File: src/rtl/stack_unit_if.sv
// Controller handshake plus shared data-bus signals of the hardware stack engine.
// slave = stack engine side, master = controller/memory/arbiter side.
interface stack_unit_if;
    logic       stack_op_ongoing;
    logic       push_or_pop;
    logic       stack_op_end;
    logic [7:0] pc;
    logic [7:0] status_din;
    logic [7:0] return_addr;
    logic [7:0] status_dout;
    logic [7:0] sp;
    logic       bus_req;
    logic       bus_grant;
    logic [7:0] mem_addr;
    logic       mem_wr;
    logic       mem_rd;
    logic [7:0] mem_dout;
    logic [7:0] mem_din;
    logic       stack_ovf;
    logic       stack_unf;

    modport slave (
        input  stack_op_ongoing, push_or_pop, pc, status_din, bus_grant, mem_din,
        output stack_op_end, return_addr, status_dout, sp, bus_req,
               mem_addr, mem_wr, mem_rd, mem_dout, stack_ovf, stack_unf
    );

    modport master (
        output stack_op_ongoing, push_or_pop, pc, status_din, bus_grant, mem_din,
        input  stack_op_end, return_addr, status_dout, sp, bus_req,
               mem_addr, mem_wr, mem_rd, mem_dout, stack_ovf, stack_unf
    );
endinterface

File: src/rtl/stack_unit.sv
// Stack engine: push saves {pc, status} to data memory, pop restores them; owns SP.
// Latency 4 cycles + grant wait + stall cycles (1 on a failed bounds check); a dropped grant stalls the access.
module stack_unit #(
    parameter logic [7:0] STACK_TOP   = 8'hFF,
    parameter logic [7:0] STACK_LIMIT = 8'hE0
) (
    input  logic         clk,
    input  logic         rst,
    stack_unit_if.slave  sif
);

    typedef enum logic [2:0] {IDLE, ARB, ACC0, ACC1, DONE, HOLD} state_t;

    state_t     state_q, state_d;
    logic       op_push_q;
    logic [7:0] pc_q, st_q, sp_q, ret_q, sdo_q;
    logic       ovf_q, unf_q;
    logic       push_fail, pop_fail, chk_fail;
    logic       in_acc, xfer;

    // sp-1 < LIMIT rewritten as sp < LIMIT+1 so nothing underflows at sp=0
    assign push_fail = {1'b0, sp_q} < ({1'b0, STACK_LIMIT} + 9'd1);
    assign pop_fail  = ({1'b0, sp_q} + 9'd2) > {1'b0, STACK_TOP};
    assign chk_fail  = sif.push_or_pop ? push_fail : pop_fail;

    assign in_acc = (state_q == ACC0) || (state_q == ACC1);
    assign xfer   = in_acc && sif.bus_grant;

    always_ff @(posedge clk or negedge rst) begin
        if (!rst) begin
            state_q   <= IDLE;
            op_push_q <= 1'b0;
            pc_q      <= 8'h00;
            st_q      <= 8'h00;
            sp_q      <= STACK_TOP;
            ret_q     <= 8'h00;
            sdo_q     <= 8'h00;
            ovf_q     <= 1'b0;
            unf_q     <= 1'b0;
        end else begin
            state_q <= state_d;
            if (state_q == IDLE && sif.stack_op_ongoing) begin
                op_push_q <= sif.push_or_pop;
                pc_q      <= sif.pc;
                st_q      <= sif.status_din;
                if (chk_fail) begin
                    if (sif.push_or_pop) ovf_q <= 1'b1;
                    else                 unf_q <= 1'b1;
                end
            end
            if (xfer && !op_push_q) begin
                if (state_q == ACC0) sdo_q <= sif.mem_din;
                else                 ret_q <= sif.mem_din;
            end
            if (xfer && state_q == ACC1)
                sp_q <= op_push_q ? sp_q - 8'd2 : sp_q + 8'd2;
        end
    end

    always_comb begin
        state_d = state_q;
        case (state_q)
            IDLE: if (sif.stack_op_ongoing) state_d = chk_fail ? DONE : ARB;
            ARB:  if (sif.bus_grant) state_d = ACC0;
            ACC0: if (sif.bus_grant) state_d = ACC1;
            ACC1: if (sif.bus_grant) state_d = DONE;
            DONE: state_d = HOLD;
            HOLD: if (!sif.stack_op_ongoing) state_d = IDLE;
            default: state_d = IDLE;
        endcase
    end

    // Bus outputs come straight from the state register; strobes are gated by the live grant
    always_comb begin
        sif.mem_addr = 8'h00;
        sif.mem_dout = 8'h00;
        case (state_q)
            ACC0: begin
                sif.mem_addr = op_push_q ? sp_q : sp_q + 8'd1;
                sif.mem_dout = op_push_q ? pc_q : 8'h00;
            end
            ACC1: begin
                sif.mem_addr = op_push_q ? sp_q - 8'd1 : sp_q + 8'd2;
                sif.mem_dout = op_push_q ? st_q : 8'h00;
            end
            default: ;
        endcase
    end

    assign sif.bus_req      = (state_q == ARB) || in_acc;
    assign sif.mem_wr       = xfer && op_push_q;
    assign sif.mem_rd       = xfer && !op_push_q;
    assign sif.stack_op_end = (state_q == DONE);
    assign sif.sp           = sp_q;
    assign sif.return_addr  = ret_q;
    assign sif.status_dout  = sdo_q;
    assign sif.stack_ovf    = ovf_q;
    assign sif.stack_unf    = unf_q;

endmodule

File: src/flat_wrapper.sv
// flat-port wrapper written by rule: the top's interface ports become plain ports
module stack_unit_flat 
#(
    parameter logic [7:0] STACK_TOP   = 8'hFF,
    parameter logic [7:0] STACK_LIMIT = 8'hE0
)
  (clk, rst, sif_stack_op_ongoing, sif_push_or_pop, sif_pc, sif_status_din, sif_bus_grant, sif_mem_din, sif_stack_op_end, sif_return_addr, sif_status_dout, sif_sp, sif_bus_req, sif_mem_addr, sif_mem_wr, sif_mem_rd, sif_mem_dout, sif_stack_ovf, sif_stack_unf);
  stack_unit_if sif_i ();
  input  logic clk;
  input  logic rst;
  input wire logic [$bits(sif_i.stack_op_ongoing)-1:0] sif_stack_op_ongoing;
  input wire logic [$bits(sif_i.push_or_pop)-1:0] sif_push_or_pop;
  input wire logic [$bits(sif_i.pc)-1:0] sif_pc;
  input wire logic [$bits(sif_i.status_din)-1:0] sif_status_din;
  input wire logic [$bits(sif_i.bus_grant)-1:0] sif_bus_grant;
  input wire logic [$bits(sif_i.mem_din)-1:0] sif_mem_din;
  output wire logic [$bits(sif_i.stack_op_end)-1:0] sif_stack_op_end;
  output wire logic [$bits(sif_i.return_addr)-1:0] sif_return_addr;
  output wire logic [$bits(sif_i.status_dout)-1:0] sif_status_dout;
  output wire logic [$bits(sif_i.sp)-1:0] sif_sp;
  output wire logic [$bits(sif_i.bus_req)-1:0] sif_bus_req;
  output wire logic [$bits(sif_i.mem_addr)-1:0] sif_mem_addr;
  output wire logic [$bits(sif_i.mem_wr)-1:0] sif_mem_wr;
  output wire logic [$bits(sif_i.mem_rd)-1:0] sif_mem_rd;
  output wire logic [$bits(sif_i.mem_dout)-1:0] sif_mem_dout;
  output wire logic [$bits(sif_i.stack_ovf)-1:0] sif_stack_ovf;
  output wire logic [$bits(sif_i.stack_unf)-1:0] sif_stack_unf;
  assign sif_i.stack_op_ongoing = sif_stack_op_ongoing;
  assign sif_i.push_or_pop = sif_push_or_pop;
  assign sif_i.pc = sif_pc;
  assign sif_i.status_din = sif_status_din;
  assign sif_i.bus_grant = sif_bus_grant;
  assign sif_i.mem_din = sif_mem_din;
  assign sif_stack_op_end = sif_i.stack_op_end;
  assign sif_return_addr = sif_i.return_addr;
  assign sif_status_dout = sif_i.status_dout;
  assign sif_sp = sif_i.sp;
  assign sif_bus_req = sif_i.bus_req;
  assign sif_mem_addr = sif_i.mem_addr;
  assign sif_mem_wr = sif_i.mem_wr;
  assign sif_mem_rd = sif_i.mem_rd;
  assign sif_mem_dout = sif_i.mem_dout;
  assign sif_stack_ovf = sif_i.stack_ovf;
  assign sif_stack_unf = sif_i.stack_unf;
  stack_unit #(.STACK_TOP(STACK_TOP), .STACK_LIMIT(STACK_LIMIT)) u_core (.clk(clk), .rst(rst), .sif(sif_i));
endmodule
File: config.mk
export PLATFORM = sky130hd
export DESIGN_NAME = stack_unit_flat
export DESIGN_NICKNAME = d
export VERILOG_FILES = /design/src/rtl/stack_unit_if.sv /design/src/rtl/stack_unit.sv /design/src/flat_wrapper.sv
export SDC_FILE = /design/constraint.sdc
export NUM_CORES = 1
export LEC_CHECK = 0
export ABC_AREA = 1
export CAP_MARGIN = 10
export CORE_AREA = 2 2 74 76
export DETAILED_ROUTE_END_ITERATION = 8
export DIE_AREA = 0 0 76 78
export DONT_BUFFER_PORTS = 1
export GPL_ROUTABILITY_DRIVEN = 0
export PLACE_DENSITY = 0.63
export SYNTH_ARGS = -nofsm -noshare
export SYNTH_HDL_FRONTEND = slang
export SYNTH_SLANG_ARGS = --single-unit
File: constraint.sdc
create_clock -name clk -period 1.45 [get_ports clk]
set_input_delay 0.2175 -clock clk [delete_from_list [all_inputs] [get_ports clk]]
set_output_delay 0.2175 -clock clk [all_outputs]
set_load 0.01 [all_outputs]
==> impl_results.md, run 1 <==
* Outcome: finished with violations
* Failing checks: setup timing
* Crit path kind: flop to primary output
* Max VDD drop at ~0.00099 V
* Netlist cell types at 33
* CTS Buffer Depth at 2
* Max Cap Viol at 0
* Fin nets at a little under 400
* Max Slew Vio Count at 0
* HP Class: input pin to flop
* Pin count of the biggest net entering global routing at 46
* Syn_nets at 349
* Final Hold Fails at 0
* Final period util at 125%
* First-pass GRT wire length at 9.63 mm
* GRT Max-Usage Layer: met2
* Initial Util at 48.7%
* Most frequent cells in the layout: 108 x nand2_1, 37 x dfrtp_1, 24 x inv_1, 24 x buf_4
* Clock Latency Late Sink at 0.29 ns
* Final WS setup at -0.364 ns
* Most common cell after layout, fill and taps aside: nand2_1
* Post-detail-place hpwl at 4.11 mm
* GR Util met2 at a little over a third
* Worst setup SP type: flop
* Final Routed Wirelength at 5.98 mm
* CTS Sinks at 45
* GR Layer Usage met1 at approximately a quarter
* Filler Cell Count at between 400 and 500
* Number of synthesized flops with an enable pin at 0
* Asr flop ratio synth at between 90% and 100%
* Vias in the first global route at between 2000 and 2500
* Sequential area share after synthesis at 46.2%
* Yosys warnings at 0
* Crit-path max FO at 4
* Fmax achieved at roughly 550 MHz
* Htree depth at 2
* Num CTS Buffers at 5
* Ports at 75
* FP Rows at 26
* Synth Flop Type: dfrtp_1
* Drt first pass iters at 4
* FF-to-FF path depth at 6
* Endpoints failing setup at 18
* Core footprint at just over 5000 µm²
* IO Port Bufs at 0
* Grt met3 use at 5.23%
* Post-route ant nets at 0
* Initial antenna violation count at 0
* Clock Skew at between 0.007 and 0.008 ns
* Die Span Y at ~78 µm
* Antenna Cells at 0
* Wire per inst at ~14 µm
* Root buf cell: clkbuf_8
* DRC at 0
* RSZ-0062 raised after global routing: true
* Total power at roughly 6.0 mW
* DRC marker count from the first detailed-route iteration at 86
* Avg Inst Size Synth at just under 8 µm²
* Minimum clock period at roughly 1.8 ns
* Clk slew on worst S/H paths at about 0.08 ns
* Die W at ~76 µm
* Crit path required time at approximately 1.2 ns
* Post-Syn Area at roughly 2500 µm²
* Pwr dens at roughly 1900 nW/µm²
* Syn-to-layout area delta at 30.6%
* Crit path capture type: primary output
* Arr. time, crit path at ~1.6 ns
* Syn Inst Count at approximately 320
* CTS tree: built
* Final setup TNS at -3.34 ns
* Die area at just under 6000 µm²
* Overall Global Routing Usage at approximately a fifth
* Worst hold path depth at 2
* Static Leak at about 1.6 nW
* Number of synthesized register bits at 45
* Via count at between 2000 and 2500
* Grt ovf at 0
* Vias per Instance at about 5.1
* Share of cells above drive strength 1 at between 30% and 40%
-- power breakdown --
part	total (mW)	switching, mW	leakage, nW	internal (mW)
Clock	0.978	0.416	0.0585	0.562
Sequential	2.34	0.536	0.555	1.80
Combinational	2.71	1.53	0.985	1.18
-- layer usage --
layer | up-vias | wire [µm]
met5 | - | 0
met4 | 0 | 52
met3 | 8 | 286
met2 | 58 | 3060
met1 | 1016 | 2570
li1 | 1065 | -
-- timing repair --
action	CTS	global route
endpoints found under the setup margin	19	42
buffers inserted	9	5
pin swaps	22	27
resized for setup	39	34
hold endpoints to repair	45	0
hold buffers	2	0
gates cloned	0	0
-- final timing paths --
path / end / slack [ns] / start
hold / removal: u_core.pc_q[1]$_DFFE_PN0N_ / 0.03 / sif_pc[1]
hold reg to reg: u_core.st_q[4]$_DFFE_PN0N_ / 0.48 / u_core.st_q[4]$_DFFE_PN0N_
setup reg to reg: u_core.sif.sp[2]$_DFFE_PN1P_ / 0.02 / u_core.sif.sp[1]$_DFFE_PN1P_
min in group asynchronous: u_core.sif.return_addr[7]$_DFFE_PN0P_ / 0.41 / rst
setup / recovery: sif_mem_addr[6] / -0.36 / u_core.sif.sp[2]$_DFFE_PN1P_
max in group asynchronous: u_core.sif.sp[7]$_DFFE_PN1P_ / 0.78 / rst
-- state kept, by name, indices dropped and copies added, names as in the netlist --
| register | cells |
|---|---|
| u_core.sif.stack_ovf | 1 |
| u_core.sif.return_addr | 8 |
| u_core.state_q | 3 |
| u_core.op_push_q | 1 |
| u_core.sif.sp | 7 |
| u_core.sif.stack_unf | 1 |
| u_core.sif.status_dout | 8 |
| u_core.pc_q | 8 |
| u_core.st_q | 8 |
-- cell type report --
cell class | count | area (µm²) | share of cell area (%)
multi-input cells | 228 | 1350 | 42.1
flip-flops and latches | 45 | 1140 | 35.4
repair buffers | 41 | 395 | 12.3
inverters | 31 | 120 | 3.75
well taps | 70 | 87.6 | 2.73
clock buffers | 7 | 86.3 | 2.69
clock inverters | 1 | 30.0 | 0.937
-- cells in the mapped netlist (4+ instances only) --
library cell  instances  area, µm²
o21ai_1               9       45.0
dfstp_2               7        184
inv_1                27        101
ha_1                  4       50.1
nor2_1               18       67.6
nand3_1              26        130
nand2_1             121        454
o21ai_2              11       96.3
buf_6                 4       45.0
o21ai_0               7       35.0
buf_2                 4       20.0
dfrtp_1              38        951
a21oi_1               9       45.0
-- cells by family after synthesis --
kind of cell / after synthesis / share of synthesized area (%)
AO/OA/AOI/OAI: 41 / 10.7
adder cells (fa/ha/maj): 4 / 2.04
flip-flops: 45 / 46.2
buffers and inverters: 43 / 8.31
AND/OR/NAND/NOR: 181 / 32.2
XOR/XNOR: 1 / 0.357
other: 1 / 0.153
-- worst max-delay path, cell delays in order, from the launching register on --
cell and delay [ns]:
dfstp_2 0.60, buf_6 0.13, nand3_4 0.09, o21ai_2 0.16
nand3_2 0.12, a21oi_4 0.20
-- stage by stage --
step / utilization [%] / worst slack, ns / cells / instance area [µm²] / hold slack [ns]
floorplan: - / -0.0413 / 316 / 2480 / -0.0781
global placement: 53.5 / -0.0523 / 402 / 2700 / -0.0773
detailed placement: 53.5 / -0.0901 / 402 / 2700 / -0.0774
CTS: 60.5 / -0.377 / 420 / 3050 / 0.0201
global route: 63.6 / -0.430 / 423 / 3210 / 0.0289
finish: 63.6 / -0.364 / 423 / 3210 / 0.0344
No activity file was read; power rests on OpenSTA's default activity.
==> run 2, diff against run 1 <==
Settings changed: SETUP_SLACK_MARGIN set to 0.02.
==> run 2 against run 1 <==
Net effect: the flow still finishes with violations (setup timing); flip-flop and latch count did not move; maximum frequency is 0.37% higher; first-iteration DRC count up 2.3%; critical endpoint is now sif_mem_addr[2]; utilization rose by 7.6 points; highest routed layer unchanged; critical path depth fell by 1; critical path type unchanged; wire length is 13% higher; register-to-register slack worse by 0.11 ns; setup slack improved by 0.0067 ns.
==> impl_results.md, run 2 (same netlist as run 1, synthesis figures left out) <==
* M1 WL at around 2.6 mm
* Die area at between 5000 and 6000 µm²
* Most frequent cells in the layout: 75 x nand2_1, 37 x dfrtp_1, 32 x nand2_2
* Via count at between 2000 and 2500
* Post-route ant nets at 0
* Final Routed Wirelength at just under 7 mm
* Most common cell after layout, fill and taps aside: nand2_1
* Crit-path max FO at 5
* Initial Util at 48.7%
* Failing checks: setup timing
* DRC marker count from the first detailed-route iteration at 88
* Crit path required time at 1.23 ns
* Max Cap Viol at 0
* Fmax achieved at about 550 MHz
* Top Metal Used: met4
* Antenna Cells at 0
* Static Leak at around 1.7 nW
* Endpoints failing setup at 55
* Final Non-Filler Cells at ~430
* Initial antenna violation count at 0
* Buf/Inv on CP at 1
* FP Rows at 26
* Die Span Y at about 78 µm
* Crit path max-delay family: flip-flops
* Syn-to-layout area delta at 46.2%
* Vias per Instance at around 5.2
* Met2 WL at approximately 3.6 mm
* Max Slew Vio Count at 0
* Ports at between 70 and 80
* Wire per inst at 15.6 µm
* RSZ-0062 raised after global routing: true
* Core footprint at between 5000 and 6000 µm²
* DP Cell Count at roughly 400
* CTS Sinks at 45
* DRC at 0
* Share of cells above drive strength 1 at approximately half
* Max incr delay on CP at around 0.57 ns
* IO Port Bufs at 0
* Post-detail-place hpwl at a little under 4 mm
* Worst path cell trace: inv_1, ha_4, nor2_2, a211oi_2
* Htree depth at 2
* Slowest CP cell: dfstp_2
* Placed inst area at between 2000 and 3000 µm²
* Final Core Density at slightly above 70%
* Num CTS Buffers at 5
* Arr. time, crit path at 1.59 ns
* Overall Global Routing Usage at 20.7%
* Grt ovf at 0
* HP Class: input pin to flop
* Clock Skew at 0.00655 ns
* Die W at between 70 and 80 µm
* Final period util at 125%
* Clock Latency Late Sink at ~0.29 ns
* Fin Hold WS at approximately 0.023 ns
* Outcome: finished with violations
* Final WS setup at -0.358 ns
* CTS tree: built
* Root buf cell: clkbuf_8
* Max VDD drop at 0.00103 V
* Vias in the first global route at around 2100
* Design area at approximately 3600 µm²
* Pre-CTS setup slack at -0.0713 ns
* Crit path kind: flop to primary output
* Worst setup SP type: flop
* WL met3 at between 300 and 400 µm
* Crit path capture type: primary output
* Minimum clock period at roughly 1.8 ns
* CTS Buffer Depth at 2
* Pwr dens at 1860 nW/µm²
* Drt first pass iters at 4
* Final Hold Fails at 0
* Fin nets at around 400
* First-pass GRT wire length at about 10 mm
* Pin count of the biggest net entering global routing at 46
* Clk slew on worst S/H paths at about 0.080 ns
==> run 2: cell count changes in the layout (fill, tap and decap cells not counted), moves of 3 or more <==
cell | previous run | this run
buf_6 | 14 | 10
nand3_4 | 1 | 4
a21oi_2 | 2 | 5
o21ai_1 | 11 | 8
nand2_2 | 14 | 32
nand2_4 | 2 | 16
buf_4 | 24 | 31
nand3_2 | 11 | 7
nand2_1 | 108 | 75
nor2_1 | 13 | 9
nand2_8 | 2 | 5
==> run 2: cell type report <==
| type | count | area, µm² |
|---|---|---|
| inverters | 31 | 131 |
| well taps | 70 | 87.6 |
| fillers | 382 | 1450 |
| flip-flops and latches | 45 | 1140 |
| multi-input cells | 230 | 1600 |
| clock buffers | 5 | 68.8 |
| repair buffers | 47 | 468 |
| clock inverters | 3 | 65.1 |
| repair inverters | 2 | 27.5 |
==> run 2: worst paths after layout <==
kind,start,end,slack (ns),cells after the start
setup / recovery,u_core.sif.sp[1]$_DFFE_PN1P_,sif_mem_addr[2],-0.36,4
hold / removal,sif_status_din[5],u_core.st_q[5]$_DFFE_PN0N_,0.02,2
setup reg to reg,u_core.state_q[2]$_DFFE_PN0P_,u_core.sif.status_dout[5]$_DFFE_PN0P_,-0.09,9
hold reg to reg,u_core.st_q[1]$_DFFE_PN0N_,u_core.st_q[1]$_DFFE_PN0N_,0.48,2
max in group asynchronous,rst,u_core.sif.sp[6]$_DFFE_PN1P_,0.77,2
min in group asynchronous,rst,u_core.sif.return_addr[3]$_DFFE_PN0P_,0.41,2
==> run 2: worst register-to-register path: stages (launching register included) <==
cell and delay [ns]:
dfrtp_1 0.44, nor2_4 0.18, buf_6 0.14, nand2_8 0.06, nor2_8 0.11, buf_6 0.11, buf_12 0.14, nand2_8 0.11
nand2_2 0.09, o21ai_1 0.06
==> run 2: metal layers <==
layer,vias to the layer above,global-route usage [%]
li1,1103,-
met1,1078,24.7
met2,77,37.7
met3,9,4.65
met4,0,6.00
met5,-,0
==> run 2: per-stage QoR <==
step | TNS, ns | power, mW
final | -5.73 | 6.69
after detailed placement | -0.0879 | 4.33
after global routing | -9.23 | 7.13
after global placement | -0.0450 | 4.27
after floorplan | -0.0811 | 3.71
after CTS | -3.53 | 5.73
==> run 2: timing repair <==
action / in CTS / in global routing
hold buffers: 2 / 0
pin swaps: 26 / 39
cloned: 0 / 5
setup endpoints to repair: 21 / 57
resized for setup: 41 / 104
buffers inserted: 7 / 11
hold endpoints to repair: 45 / 0
==> run 2: report_power, final <==
part | switching (mW) | internal [mW]
Clock | 0.427 | 0.685
Sequential | 0.621 | 1.80
Combinational | 1.77 | 1.38
Total | 2.82 | 3.87
